### src/rtl/tdc_pkg.sv
// Shared definitions for the TDC transmit side: interval width, pulse-mode
// encodings and the pulse-pair generator state type.
package tdc_pkg;

  localparam int TDC_INTERVAL_W = 7;

  localparam logic [1:0] MODE_PAIR  = 2'b00;
  localparam logic [1:0] MODE_LEAD  = 2'b01;
  localparam logic [1:0] MODE_TRAIL = 2'b10;

  typedef enum logic [1:0] {
    IDLE = 2'b00,
    RUN  = 2'b01,
    DONE = 2'b10,
    HOLD = 2'b11
  } gen_state_e;

endpackage

### src/rtl/tdc_pulse_window.sv
// Registered window generator: level is high while the elapsed count lies in
// [start, start + PULSE_W) and the window is enabled.
module tdc_pulse_window #(
  parameter int CNT_W   = 8,
  parameter int PULSE_W = 1
) (
  input  logic             clk,
  input  logic             rst_n,
  input  logic             en_i,
  input  logic [CNT_W-1:0] cnt_i,
  input  logic [CNT_W-1:0] start_i,
  output logic             level_o
);

  logic [CNT_W:0] stop;
  logic           level_q, level_d;

  // One extra bit so start + PULSE_W cannot wrap for the largest interval.
  assign stop = {1'b0, start_i} + (CNT_W+1)'(PULSE_W);

  always_comb begin
    level_d = en_i && ({1'b0, cnt_i} >= {1'b0, start_i}) && ({1'b0, cnt_i} < stop);
  end

  always_ff @(posedge clk or negedge rst_n) begin
    if (!rst_n) begin
      level_q <= 1'b0;
    end else begin
      level_q <= level_d;
    end
  end

  assign level_o = level_q;

endmodule

### src/rtl/tdc_pulse_pair_gen.sv
// Start/stop pulse pair generator for TDC calibration and loopback: emits a
// leading and a trailing pulse a programmed number of clk cycles apart.
//
// state | meaning
// IDLE  | waiting for a request, req_ready high
// RUN   | pulse windows active, elapsed counter running
// DONE  | one-cycle done strobe, sent_count just incremented
// HOLD  | HOLDOFF idle cycles before accepting again
module tdc_pulse_pair_gen
  import tdc_pkg::*;
#(
  parameter int INTERVAL_W = TDC_INTERVAL_W,
  parameter int PULSE_W    = 1,
  parameter int HOLDOFF    = 4,
  parameter int CNT_W      = 16
) (
  input  logic                  clk,
  input  logic                  rst_n,
  input  logic                  req_valid,
  output logic                  req_ready,
  input  logic [INTERVAL_W-1:0] req_interval,
  input  logic                  req_swap,
  input  logic [1:0]            req_mode,
  output logic                  pulse1,
  output logic                  pulse2,
  output logic                  busy,
  output logic                  done,
  output logic [CNT_W-1:0]      sent_count
);

  localparam int EW = INTERVAL_W + 1;

  gen_state_e            state_q, state_d;
  logic [INTERVAL_W-1:0] ivl_q, ivl_d;
  logic                  swap_q, swap_d;
  logic [1:0]            mode_q, mode_d;
  logic [EW-1:0]         elap_q, elap_d;
  logic [CNT_W-1:0]      sent_q, sent_d;
  logic                  ready_q, ready_d;
  logic                  busy_q, busy_d;
  logic                  done_q, done_d;

  logic          accept;
  logic          lead_en, trail_en, run_q;
  logic [EW-1:0] elap_inc, trail_start, last_cnt;
  logic          p1_en, p2_en;
  logic [EW-1:0] p1_start, p2_start;

  assign accept      = req_valid && ready_q;
  assign run_q       = (state_q == RUN);
  assign lead_en     = (mode_q != MODE_TRAIL);
  assign trail_en    = (mode_q != MODE_LEAD);
  assign elap_inc    = (elap_q == {EW{1'b1}}) ? elap_q : elap_q + EW'(1);
  assign trail_start = EW'(ivl_q) + EW'(1);
  // Elapsed value one past the final high cycle of the last emitted pulse.
  assign last_cnt    = (trail_en ? EW'(ivl_q) : EW'(0)) + EW'(PULSE_W) + EW'(1);

  always_comb begin
    state_d = state_q;
    ivl_d   = ivl_q;
    swap_d  = swap_q;
    mode_d  = mode_q;
    elap_d  = elap_q;
    sent_d  = sent_q;
    case (state_q)
      IDLE: begin
        if (accept) begin
          state_d = RUN;
          ivl_d   = req_interval;
          swap_d  = req_swap;
          mode_d  = req_mode;
          elap_d  = EW'(1);
        end
      end
      RUN: begin
        if (elap_q >= last_cnt) begin
          state_d = DONE;
          sent_d  = sent_q + CNT_W'(1);
        end else begin
          elap_d = elap_inc;
        end
      end
      DONE: begin
        elap_d  = EW'(1);
        state_d = (HOLDOFF > 0) ? HOLD : IDLE;
      end
      HOLD: begin
        if (elap_q >= EW'(HOLDOFF)) begin
          state_d = IDLE;
        end else begin
          elap_d = elap_inc;
        end
      end
      default: state_d = IDLE;
    endcase
    ready_d = (state_d == IDLE);
    busy_d  = (state_q != IDLE) && (state_d != IDLE);
    done_d  = (state_d == DONE);
  end

  always_ff @(posedge clk or negedge rst_n) begin
    if (!rst_n) begin
      state_q <= IDLE;
      ivl_q   <= '0;
      swap_q  <= 1'b0;
      mode_q  <= MODE_PAIR;
      elap_q  <= '0;
      sent_q  <= '0;
      ready_q <= 1'b0;
      busy_q  <= 1'b0;
      done_q  <= 1'b0;
    end else begin
      state_q <= state_d;
      ivl_q   <= ivl_d;
      swap_q  <= swap_d;
      mode_q  <= mode_d;
      elap_q  <= elap_d;
      sent_q  <= sent_d;
      ready_q <= ready_d;
      busy_q  <= busy_d;
      done_q  <= done_d;
    end
  end

  // swap selects which physical output carries the leading window.
  assign p1_en    = run_q && (swap_q ? trail_en : lead_en);
  assign p2_en    = run_q && (swap_q ? lead_en : trail_en);
  assign p1_start = swap_q ? trail_start : EW'(1);
  assign p2_start = swap_q ? EW'(1) : trail_start;

  tdc_pulse_window #(.CNT_W(EW), .PULSE_W(PULSE_W)) u_win1 (
    .clk     (clk),
    .rst_n   (rst_n),
    .en_i    (p1_en),
    .cnt_i   (elap_q),
    .start_i (p1_start),
    .level_o (pulse1)
  );

  tdc_pulse_window #(.CNT_W(EW), .PULSE_W(PULSE_W)) u_win2 (
    .clk     (clk),
    .rst_n   (rst_n),
    .en_i    (p2_en),
    .cnt_i   (elap_q),
    .start_i (p2_start),
    .level_o (pulse2)
  );

  assign req_ready  = ready_q;
  assign busy       = busy_q;
  assign done       = done_q;
  assign sent_count = sent_q;

endmodule

### config.mk
export PLATFORM = sky130hd
export DESIGN_NAME = tdc_pulse_pair_gen
export DESIGN_NICKNAME = d
export VERILOG_FILES = /design/src/rtl/tdc_pkg.sv /design/src/rtl/tdc_pulse_window.sv /design/src/rtl/tdc_pulse_pair_gen.sv
export SDC_FILE = /design/constraint.sdc
export NUM_CORES = 1
export LEC_CHECK = 0
export ABC_AREA = 1
export CORE_MARGIN = 8
export CORE_UTILIZATION = 55
export DETAILED_ROUTE_END_ITERATION = 12
export PLACE_DENSITY = 0.89
export SETUP_SLACK_MARGIN = 0.3
export SLEW_MARGIN = 20
export SYNTH_ARGS = -nofsm -noshare
export SYNTH_HDL_FRONTEND = slang
export SYNTH_SLANG_ARGS = --single-unit
### constraint.sdc
create_clock -name clk -period 3.2 [get_ports clk]
set_clock_uncertainty 0.1 [all_clocks]
set_input_delay 0.64 -clock clk [delete_from_list [all_inputs] [get_ports clk]]
set_output_delay 0.64 -clock clk [all_outputs]
set_load 0.05 [all_outputs]
# ---- After elaboration in Yosys (flattened, before gate mapping)
# Cells that the tools add are included.
dict set report word_totals {
  reg_bits 41
  latch_bits 0
  mem_bits_rw 0
  rom_bits 0
  in_bits 13
  mem_count 0
}
dict set report op_classes {
  add_sub_neg 7
  multipliers 0
  n_div 0
  n_lt_le_gt_ge 6
  n_eq_ne 10
  n_shift 0
  mux 14
  bitwise_logic 0
  reduce_logical 15
}
# op n
set ops {}
lappend ops {{two-way mux 8 bit} 6}
lappend ops {{case mux 8 bit (4 select lines)} 1}
lappend ops {{>= comparator 8 bit} 3}
lappend ops {{adder 8 x 1 -> 9 bit, second input constant} 2}
lappend ops {{< comparator 8 x 9 -> 1 bit} 2}
lappend ops {{adder 16 x 1 -> 16 bit, second input constant} 1}
lappend ops {{adder 7 x 1 -> 8 bit, second input constant} 2}
lappend ops {{adder 8 x 1 -> 8 bit, second input constant} 2}
lappend ops {{equality test 8 bit, second input constant} 1}
lappend ops {{>= comparator 8 x 3 -> 1 bit, second input constant} 1}
lappend ops {{logical AND 1 bit} 8}
lappend ops {{inequality test 2 bit, second input constant} 4}
lappend ops {{case mux 2 bit (4 select lines)} 1}
lappend ops {{two-way mux 7 bit} 1}
lappend ops {{equality test 2 bit, second input constant} 3}
lappend ops {{two-way mux 2 bit} 3}
lappend ops {{zero test 2 bit} 2}
lappend ops {{AND reduction 2 bit} 2}
lappend ops {{nonzero test 2 bit} 2}
lappend ops {{AND reduction 3 bit} 1}
lappend ops {{equality test 2 x 1 -> 1 bit, second input constant} 1}
lappend ops {{two-way mux 1 bit} 2}
lappend ops {{inequality test 2 x 1 -> 1 bit, second input constant} 1}

# ---- Longest topological paths before layout
# Gate-level depths: netlist of the first run.
dict set report depth {
  ltp_word 9
  depth_mapped 20
  depth_no_buf 19
}

# ---- Modules after synthesis
# Synthesis of the first run repeated with hierarchy kept, for this count alone.
dict set report hier_totals {
  hier_cells 522
  area_unflattened_um2 3654.8
}
# module n_inst cells_per_inst area_each_um2 seq_area_each_um2
set by_module_without_submodules {}
lappend by_module_without_submodules {tdc_pulse_pair_gen 1 356 2558.7 975.9}
lappend by_module_without_submodules {tdc_pulse_window 2 83 548.0 25.0}

# ---- Least setup slack after synthesis of the first run
# Ideal clock, no wire load.
dict set report synth_path {
  kind {register to register}
  startpoint {reg mode_q[0]}
  endpoint {reg elap_q[5]}
  setup_time_ps 117
  arrival_ps 2374
  slack_ps 609
  stages_incl_launch_ff 18
  synth_period_minus_slack_ps 2591
  cell_sequence {dfrtp_1 > nand2_2 > inv_1 > nor2_1 > ha_1 > inv_1 > nor3_1 > xnor2_1 > ha_1 > a21oi_1 > nor3_1 > a211oi_1 > nand2_2 > nand2_4 > buf_6 > nand2_4 > nand2_1 > nand2_1}
}
dict set report synth_between {
  elab_chain_cells 7
}
# item line_no
set synth_rtl {}
lappend synth_rtl {{start, declared} tdc_pulse_pair_gen.sv:36} ;# logic [1:0] mode_q, mode_d;
lappend synth_rtl {{start signal, assigned} tdc_pulse_pair_gen.sv:116} ;# mode_q <= mode_d;
lappend synth_rtl {{inequality test 2 x 1 -> 1 bit} tdc_pulse_pair_gen.sv:52} ;# assign trail_en = (mode_q != MODE_LEAD);
lappend synth_rtl {{two-way mux 7 bit} tdc_pulse_pair_gen.sv:56} ;# assign last_cnt = (trail_en ? EW'(ivl_q) : EW'(0)) + EW'(PULSE_W) + EW'(1);
lappend synth_rtl {{adder 7 x 1 -> 8 bit} tdc_pulse_pair_gen.sv:56}
lappend synth_rtl {{adder 8 x 1 -> 8 bit} tdc_pulse_pair_gen.sv:56}
lappend synth_rtl {{>= comparator 8 bit} tdc_pulse_pair_gen.sv:76} ;# if (elap_q >= last_cnt) begin
lappend synth_rtl {{inequality test 2 bit (no line)} -}
lappend synth_rtl {{AND reduction 3 bit (no line)} -}
lappend synth_rtl {{end signal, assigned} tdc_pulse_pair_gen.sv:117} ;# elap_q <= elap_d;
lappend synth_rtl {{end, declared} tdc_pulse_pair_gen.sv:37} ;# logic [EW-1:0] elap_q, elap_d;
# Every way passes these cells.
# A chain may end at the register's enable or synchronous reset.

# ---- Final worst setup path of the first run
dict set report layout_path {
  startpoint {reg mode_q[0]}
  endpoint {reg sent_q[6], in the netlist sent_count[6]}
}
dict set report layout_between {
  elab_chain_cells 6
}
# item line_no
set layout_rtl {}
lappend layout_rtl {{inequality test 2 x 1 -> 1 bit} tdc_pulse_pair_gen.sv:52}
lappend layout_rtl {{two-way mux 7 bit} tdc_pulse_pair_gen.sv:56}
lappend layout_rtl {{adder 7 x 1 -> 8 bit} tdc_pulse_pair_gen.sv:56}
lappend layout_rtl {{adder 8 x 1 -> 8 bit} tdc_pulse_pair_gen.sv:56}
lappend layout_rtl {{>= comparator 8 bit} tdc_pulse_pair_gen.sv:76}
lappend layout_rtl {{AND reduction 2 bit (no line)} -}
lappend layout_rtl {{end signal, assigned} tdc_pulse_pair_gen.sv:118} ;# sent_q <= sent_d;
lappend layout_rtl {{end, declared} tdc_pulse_pair_gen.sv:38} ;# logic [CNT_W-1:0] sent_q, sent_d;
# Every way passes these cells.

==> impl_metrics.env, run 1 <==
export IMPL_internal_power_w=0.000729
export IMPL_fin_ws_ns=0.283
export IMPL_worst_slew_pin_slew_ns=0.930
export IMPL_final_hold_violation_count=0
export IMPL_rsz0062_at_grt="false"
export IMPL_die_w_um=95.9
export IMPL_cts_tree="yes"
export IMPL_multiInputGateArea_um2=2310
export IMPL_drv_cap=0
export IMPL_p_per_area_nw_per_um2=225
export IMPL_pwr_share_seq_pct=55.6
export IMPL_crit_start="mode_q[0]"
export IMPL_fin_tns_setup_ns=0
export IMPL_fin_nets=574
export IMPL_drive_gt1_share_pct=9.69
export IMPL_layout_min_cycle_time_ns=2.92
export IMPL_postSynthCellCount=477
export IMPL_path_buf_inv=3
export IMPL_setup_violations=0
export IMPL_p_comb_share_pct=2.6
export IMPL_wirelength_um=9700
export IMPL_grt_pass1_wl_um=14700
export IMPL_remaining_drc_errors=0
export IMPL_die_h_um=95.9
export IMPL_cp_depth=16
export IMPL_critPathMaxFanout=11
export IMPL_routed_via_density=5.85
export IMPL_whs_ns=0.379
export IMPL_slowest_delay_ns=0.42
export IMPL_r2r_worst_path_cells=16
export IMPL_syn_area_per_cell_um2=7.36
export IMPL_vias=3467
export IMPL_ctsLongestPathBuffers=2
export IMPL_io_pins=34
export IMPL_clk_latency_ns=0.30
export IMPL_cts_buffers=5
export IMPL_place_gp_congestion=0.886
export IMPL_cpMostUsedCell="nand2_2"
export IMPL_grt_max_degree=42
export IMPL_start_util_pct=55.9
export IMPL_cp_end_kind="flop"
export IMPL_start_kind="flop"
export IMPL_endpoint="sent_count[6]"
export IMPL_synth_distinct_cells=38
export IMPL_crit_family="simple AND/OR/NAND/NOR gates"
export IMPL_crit_type="flop to flop"
export IMPL_hpwl_um=6330
export IMPL_swShare_pct=21.8
export IMPL_cp_slowest_cell="dfrtp_1"
export IMPL_post_drt_wl_per_cell_um=16.4
export IMPL_synth_seq_cells=41
export IMPL_cts_root_buf="clkbuf_8"
export IMPL_cts_hold_buf=0
export IMPL_die_area_um2=9200
export IMPL_synth_warnings=0
export IMPL_outcome="finished clean"
export IMPL_antenna_found_initial=0
export IMPL_port_buffers=33
export IMPL_grt_pass1_vias=3237
export IMPL_place_ws_ns=0.210
export IMPL_period_share_pct=91.2
export IMPL_relSlewSlack_pct=38.0
export IMPL_r2r_start="mode_q[0]"
export IMPL_finalMaxSlewViolations=0
export IMPL_rows=29
export IMPL_r2r_end="sent_count[6]"
export IMPL_antenna_left=0
export IMPL_path_cells="nand2_2, inv_4, nor2_2, ha_1, inv_2, nor3_4, xnor2_2, ha_4, a21oi_2, nor3_2, a211oi_2, nand2_2, nand2_8, buf_4, nand2_1, o21ai_0"
export IMPL_ys_seq_area_share_pct=29.2
export IMPL_drtPass1Iterations=5
export IMPL_clockPowerShare_pct=41.9
export IMPL_syn_nets=536
export IMPL_core_area_um2=6280
export IMPL_fillers=494
export IMPL_cp_arrival_ns=3.03
export IMPL_cts_max_level=2
export IMPL_globalRouteOverflowTotal=0
export IMPL_rrSetupSlack_ns=0.28
export IMPL_area_growth_pct=17.8
export IMPL_regArea_um2=1030
export IMPL_max_freq_ghz=0.343
export IMPL_peakVddDrop_uv=234
export IMPL_switching_power_w=0.000203
export IMPL_n_antenna_cell=0
export IMPL_drt_iter0_drc=396
export IMPL_holdCritPathClass="input pin to async pin"
export IMPL_leakagePower_nw=2.13
export IMPL_gr_usage_all_layers_pct=20.0
export IMPL_power_w=0.000931
export IMPL_clock_sinks=41
export IMPL_syn_area_um2=3510
export IMPL_crit_required_ns=3.32
export IMPL_path_clk_slew_ns=0.08
## synth_stat cells
library cell | instances | area [um^2]
nand4_1 | 11 | 68.8
nand2_4 | 2 | 22.5
nand3b_1 | 1 | 7.51
nor2_2 | 2 | 12.5
o21ai_1 | 2 | 10.0
a21boi_0 | 2 | 15.0
o221ai_1 | 1 | 8.76
nor3b_1 | 2 | 15.0
dfrtp_1 | 41 | 1030
buf_2 | 2 | 10.0
a21oi_2 | 1 | 8.76
inv_2 | 4 | 15.0
o31ai_1 | 2 | 15.0
nor3_2 | 3 | 30.0
nand2_1 | 138 | 518
inv_1 | 57 | 214
nand3_2 | 1 | 10.0
nor3_1 | 11 | 55.1
ha_1 | 46 | 576
nor2_4 | 1 | 11.3
xor2_1 | 16 | 140
nand3_1 | 23 | 115
a21o_1 | 2 | 15.0
a211oi_1 | 3 | 22.5
and3_1 | 2 | 12.5
nor3b_2 | 2 | 25.0
nand2_2 | 3 | 18.8
o2111ai_1 | 2 | 17.5
xnor2_1 | 13 | 114
or2_1 | 1 | 6.26
nor2_1 | 35 | 131
clkbuf_1 | 2 | 7.51
buf_6 | 2 | 22.5
o21a_1 | 1 | 7.51
or2_2 | 1 | 6.26
a21oi_1 | 15 | 75.1
buf_4 | 2 | 15.0
o21ai_0 | 22 | 110
## layer usage
metal	share of wire [%]	wire, um	up-vias	global-route usage, %
met4	3.8	373	0	7.55
met5	0	0	-	0
met2	47	4580	178	33.5
met3	7.8	752	43	3.35
li1	-	-	1630	-
met1	41	4000	1616	25.1
## registers in the layout, indices dropped and copies added, names as in the netlist
register / count
state_q: 2
swap_q: 1
sent_count: 16
busy: 1
ivl_q: 7
u_win2.level_o: 1
mode_q: 2
done: 1
elap_q: 8
req_ready: 1
u_win1.level_o: 1
## metrics by stage
stage	util (%)	instances	instance area, um^2
after CTS	64.4	592	4040
after global placement	62.1	582	3900
final	65.9	593	4140
after detailed placement	62.1	582	3900
after floorplan	-	477	3510
after global routing	65.9	593	4140
## how the worst min path moves through the flow
stage,end,slack (ns),cells past startpoint
final,sent_count[7],0.38,1
after global routing,sent_count[15],0.45,1
after CTS,elap_q[1],0.40,1
after detailed placement,sent_count[12],0.43,2
after global placement,sent_count[12],0.41,2
after floorplan,busy,0.24,0
## placed cells by master, fill, tap and decap left out, types with 11 or more instances in the layout
| cell | n |
|---|---|
| xnor2_1 | 12 |
| inv_1 | 55 |
| o21ai_0 | 22 |
| nand2_1 | 138 |
| dfrtp_1 | 40 |
| ha_1 | 44 |
| xor2_1 | 16 |
| a21oi_1 | 14 |
| nand4_1 | 11 |
| nor2_1 | 32 |
| nand3_1 | 23 |
| clkdlybuf4s50_1 | 32 |
## power by group through the flow
| stage | Sequential (W) | Combinational [W] | Clock [W] |
|---|---|---|---|
| 6_report | 0.000517 | 0.0000238 | 0.000390 |
| 3_5_place_dp | 0.000528 | 0.0000247 | 0 |
| 4_1_cts | 0.000518 | 0.0000246 | 0.000397 |
| 2_1_floorplan | 0.000528 | 0.00000000133 | 0 |
| 3_3_place_gp | 0.000528 | 0.0000241 | 0 |
| 5_1_grt | 0.000518 | 0.0000270 | 0.000423 |
## final cells by class
class / instances / area share [%]
timing repair buffer: 38 / 8.77
sequential: 41 / 24.8
clock buffer: 7 / 2.33
tap: 77 / 2.33
clock inverter: 1 / 0.212
multi-input combinational: 368 / 55.9
inverter: 61 / 5.60
## kinds of logic (layout without fill, tap and decap cells)
family | count (synthesis) | in the layout | synth area share, %
and+or+nand+nor | 239 | 240 | 30.4
buffers and inverters | 69 | 107 | 8.09
AOI/OAI and AO/OA | 53 | 53 | 8.70
adders and majority gates | 46 | 46 | 16.4
DFF | 41 | 41 | 29.2
xor gates and xnor gates | 29 | 29 | 7.23
## timing repair
| action | in CTS | in global routing |
|---|---|---|
| resized for setup | 5 | 16 |
| gates cloned | 1 | 0 |
| pin swaps | 5 | 4 |
| setup buffers | 1 | 1 |
| setup endpoints to repair | 26 | 29 |
Power figures use the tool's default switching activity.
==> run 2, diff against run 1 <==
--- a/config.mk
+++ b/config.mk
@@ -10,4 +10,5 @@
 export CORE_UTILIZATION = 55
+export CTS_CLUSTER_SIZE = 8
 export DETAILED_ROUTE_END_ITERATION = 12
-export PLACE_DENSITY = 0.89
+export PLACE_DENSITY = 0.77
 export SETUP_SLACK_MARGIN = 0.3
==> constraint.sdc (replaced) <==
create_clock -name clk -period 3.2 [get_ports clk]
set_clock_uncertainty 0.1 [all_clocks]
set_input_delay 0.96 -clock clk [delete_from_list [all_inputs] [get_ports clk]]
set_output_delay 0.96 -clock clk [all_outputs]
set_load 0.05 [all_outputs]
==> impl_metrics.env, run 2 (same netlist as run 1, synthesis figures left out) <==
export IMPL_hpwl_um=6290
export IMPL_n_antenna_cell=0
export IMPL_holdCritPathClass="flop to flop"
export IMPL_fillers=520
export IMPL_clk_latency_ns=0.31
export IMPL_drv_cap=0
export IMPL_rsz0062_at_grt="false"
export IMPL_routed_via_density=5.36
export IMPL_grt_max_degree=42
export IMPL_vias=3181
export IMPL_drtPass1Iterations=4
export IMPL_crit_type="flop to flop"
export IMPL_grt_pass1_vias=3160
export IMPL_fin_nets=574
export IMPL_clock_sinks=41
export IMPL_core_area_um2=6280
export IMPL_largest_reg_flops=16
export IMPL_power_w=0.000986
export IMPL_cp_end_kind="flop"
export IMPL_remaining_drc_errors=0
export IMPL_outcome="finished clean"
export IMPL_place_gp_congestion=0.856
export IMPL_path_clk_slew_ns=0.09
export IMPL_r2r_worst_path_cells=12
export IMPL_start_kind="flop"
export IMPL_max_freq_ghz=0.360
export IMPL_gr_usage_all_layers_pct=19.9
export IMPL_drt_iter0_drc=121
export IMPL_start_util_pct=55.9
export IMPL_cts_tree="yes"
export IMPL_peakVddDrop_uv=172
export IMPL_cts_buffers=5
export IMPL_antenna_found_initial=0
export IMPL_drive_gt1_share_pct=8.72
export IMPL_die_w_um=95.9
export IMPL_relSlewSlack_pct=39.6
export IMPL_antenna_left=0
export IMPL_finalMaxSlewViolations=0
export IMPL_leakagePower_nw=2.12
export IMPL_port_buffers=33
export IMPL_layout_cells_most_common="nand2_1"
export IMPL_wirelength_um=8570
export IMPL_post_drt_wl_per_cell_um=14.5
export IMPL_fin_tns_setup_ns=0
export IMPL_cts_hold_buf=0
export IMPL_die_h_um=95.9
export IMPL_worst_slew_pin_slew_ns=0.905
export IMPL_min_delay_path_depth=2
export IMPL_final_hold_violation_count=0
export IMPL_final_cell_mix="nand2_1 (138), inv_1 (54), ha_1 (45), dfrtp_1 (40), nor2_1 (33)"
export IMPL_rows=29
export IMPL_critPathMaxFanout=5
export IMPL_grt_pass1_wl_um=14600
export IMPL_period_share_pct=86.7
export IMPL_io_pins=34
export IMPL_area_growth_pct=16.7
export IMPL_globalRouteOverflowTotal=0
export IMPL_crit_required_ns=3.31
export IMPL_ctsLongestPathBuffers=2
export IMPL_cts_max_level=2
export IMPL_p_per_area_nw_per_um2=241
export IMPL_cp_arrival_ns=2.89
export IMPL_die_area_um2=9200
export IMPL_layout_min_cycle_time_ns=2.78
export IMPL_setup_violations=0
export IMPL_cts_root_buf="clkbuf_8"
==> run 2: cell count changes in the layout (fill, tap and decap cells not counted), moves of 2 or more <==
cell,change
clkbuf_8,-2
ha_4,-2
nor3_1,+3
nor3_2,-3
==> run 2: cell type report <==
type	instances	area (um^2)	share of cell area, %
clock buffer	5	68.8	1.68
clock inverter	3	43.8	1.07
inverter	61	231	5.65
multi-input combinational	368	2260	55.2
sequential	41	1030	25.1
tap	77	96.3	2.35
timing repair buffer	38	367	8.95
==> run 2: metal layers <==
| layer | vias up | global-route usage [%] | part of all wire [%] |
|---|---|---|---|
| li1 | 1627 | - | - |
| met1 | 1478 | 25.6 | 47 |
| met2 | 68 | 33.2 | 47 |
| met3 | 8 | 3.59 | 4.2 |
| met4 | 0 | 5.89 | 1.0 |
| met5 | - | 0 | 0 |
==> run 2: repair_timing <==
| item | 4_1_cts | 5_1_grt |
|---|---|---|
| pin swaps | 2 | 4 |
| gates cloned | 1 | 0 |
| endpoints found under the setup margin | 15 | 28 |
| setup buffers | 1 | 1 |
| gates resized for setup | 2 | 15 |
==> run 2: path summary, 6_finish.rpt <==
path	from	to	slack [ns]
worst max-delay path	ivl_q[1]	u_win1.level_o	0.42
worst min-delay path	sent_count[12]	sent_count[12]	0.44
worst max register to register	ivl_q[1]	u_win1.level_o	0.42
worst min register to register	sent_count[12]	sent_count[12]	0.44
max in group asynchronous	rst_n	ivl_q[1]	1.69
min in group asynchronous	rst_n	u_win2.level_o	0.68
==> run 2: report_power, final <==
part | leakage [nW] | total (W) | switching, W | internal (W)
clock | 0.0585 | 0.000445 | 0.000210 | 0.000234
sequential | 0.505 | 0.000518 | 0 | 0.000518
combinational | 1.56 | 0.0000235 | 0.0000115 | 0.0000120
total | 2.12 | 0.000986 | 0.000222 | 0.000764
==> run 2: through the flow <==
step | hold WS (ns) | area, um^2 | setup WS, ns | util, % | instances
after global routing | 0.466 | 4100 | 0.277 | 65.3 | 593
final | 0.444 | 4100 | 0.425 | 65.3 | 593
after CTS | 0.444 | 4050 | 0.335 | 64.4 | 592
after detailed placement | 0.420 | 3900 | 0.225 | 62.1 | 582
after global placement | 0.418 | 3900 | 0.392 | 62.1 | 582
after floorplan | 0.390 | 3510 | 0.609 | - | 477
==> run 2: critical path, cell delays in order (launching register included) <==
cell and delay (ns):
dfrtp_2 0.45, ha_1 0.31, nand2_1 0.08, inv_1 0.12, ha_1 0.20, nor3b_4 0.23
nand4_1 0.13, xnor2_1 0.16, ha_1 0.29, a21o_1 0.18, a21oi_1 0.14, nand2_1 0.07
nor3_1 0.23
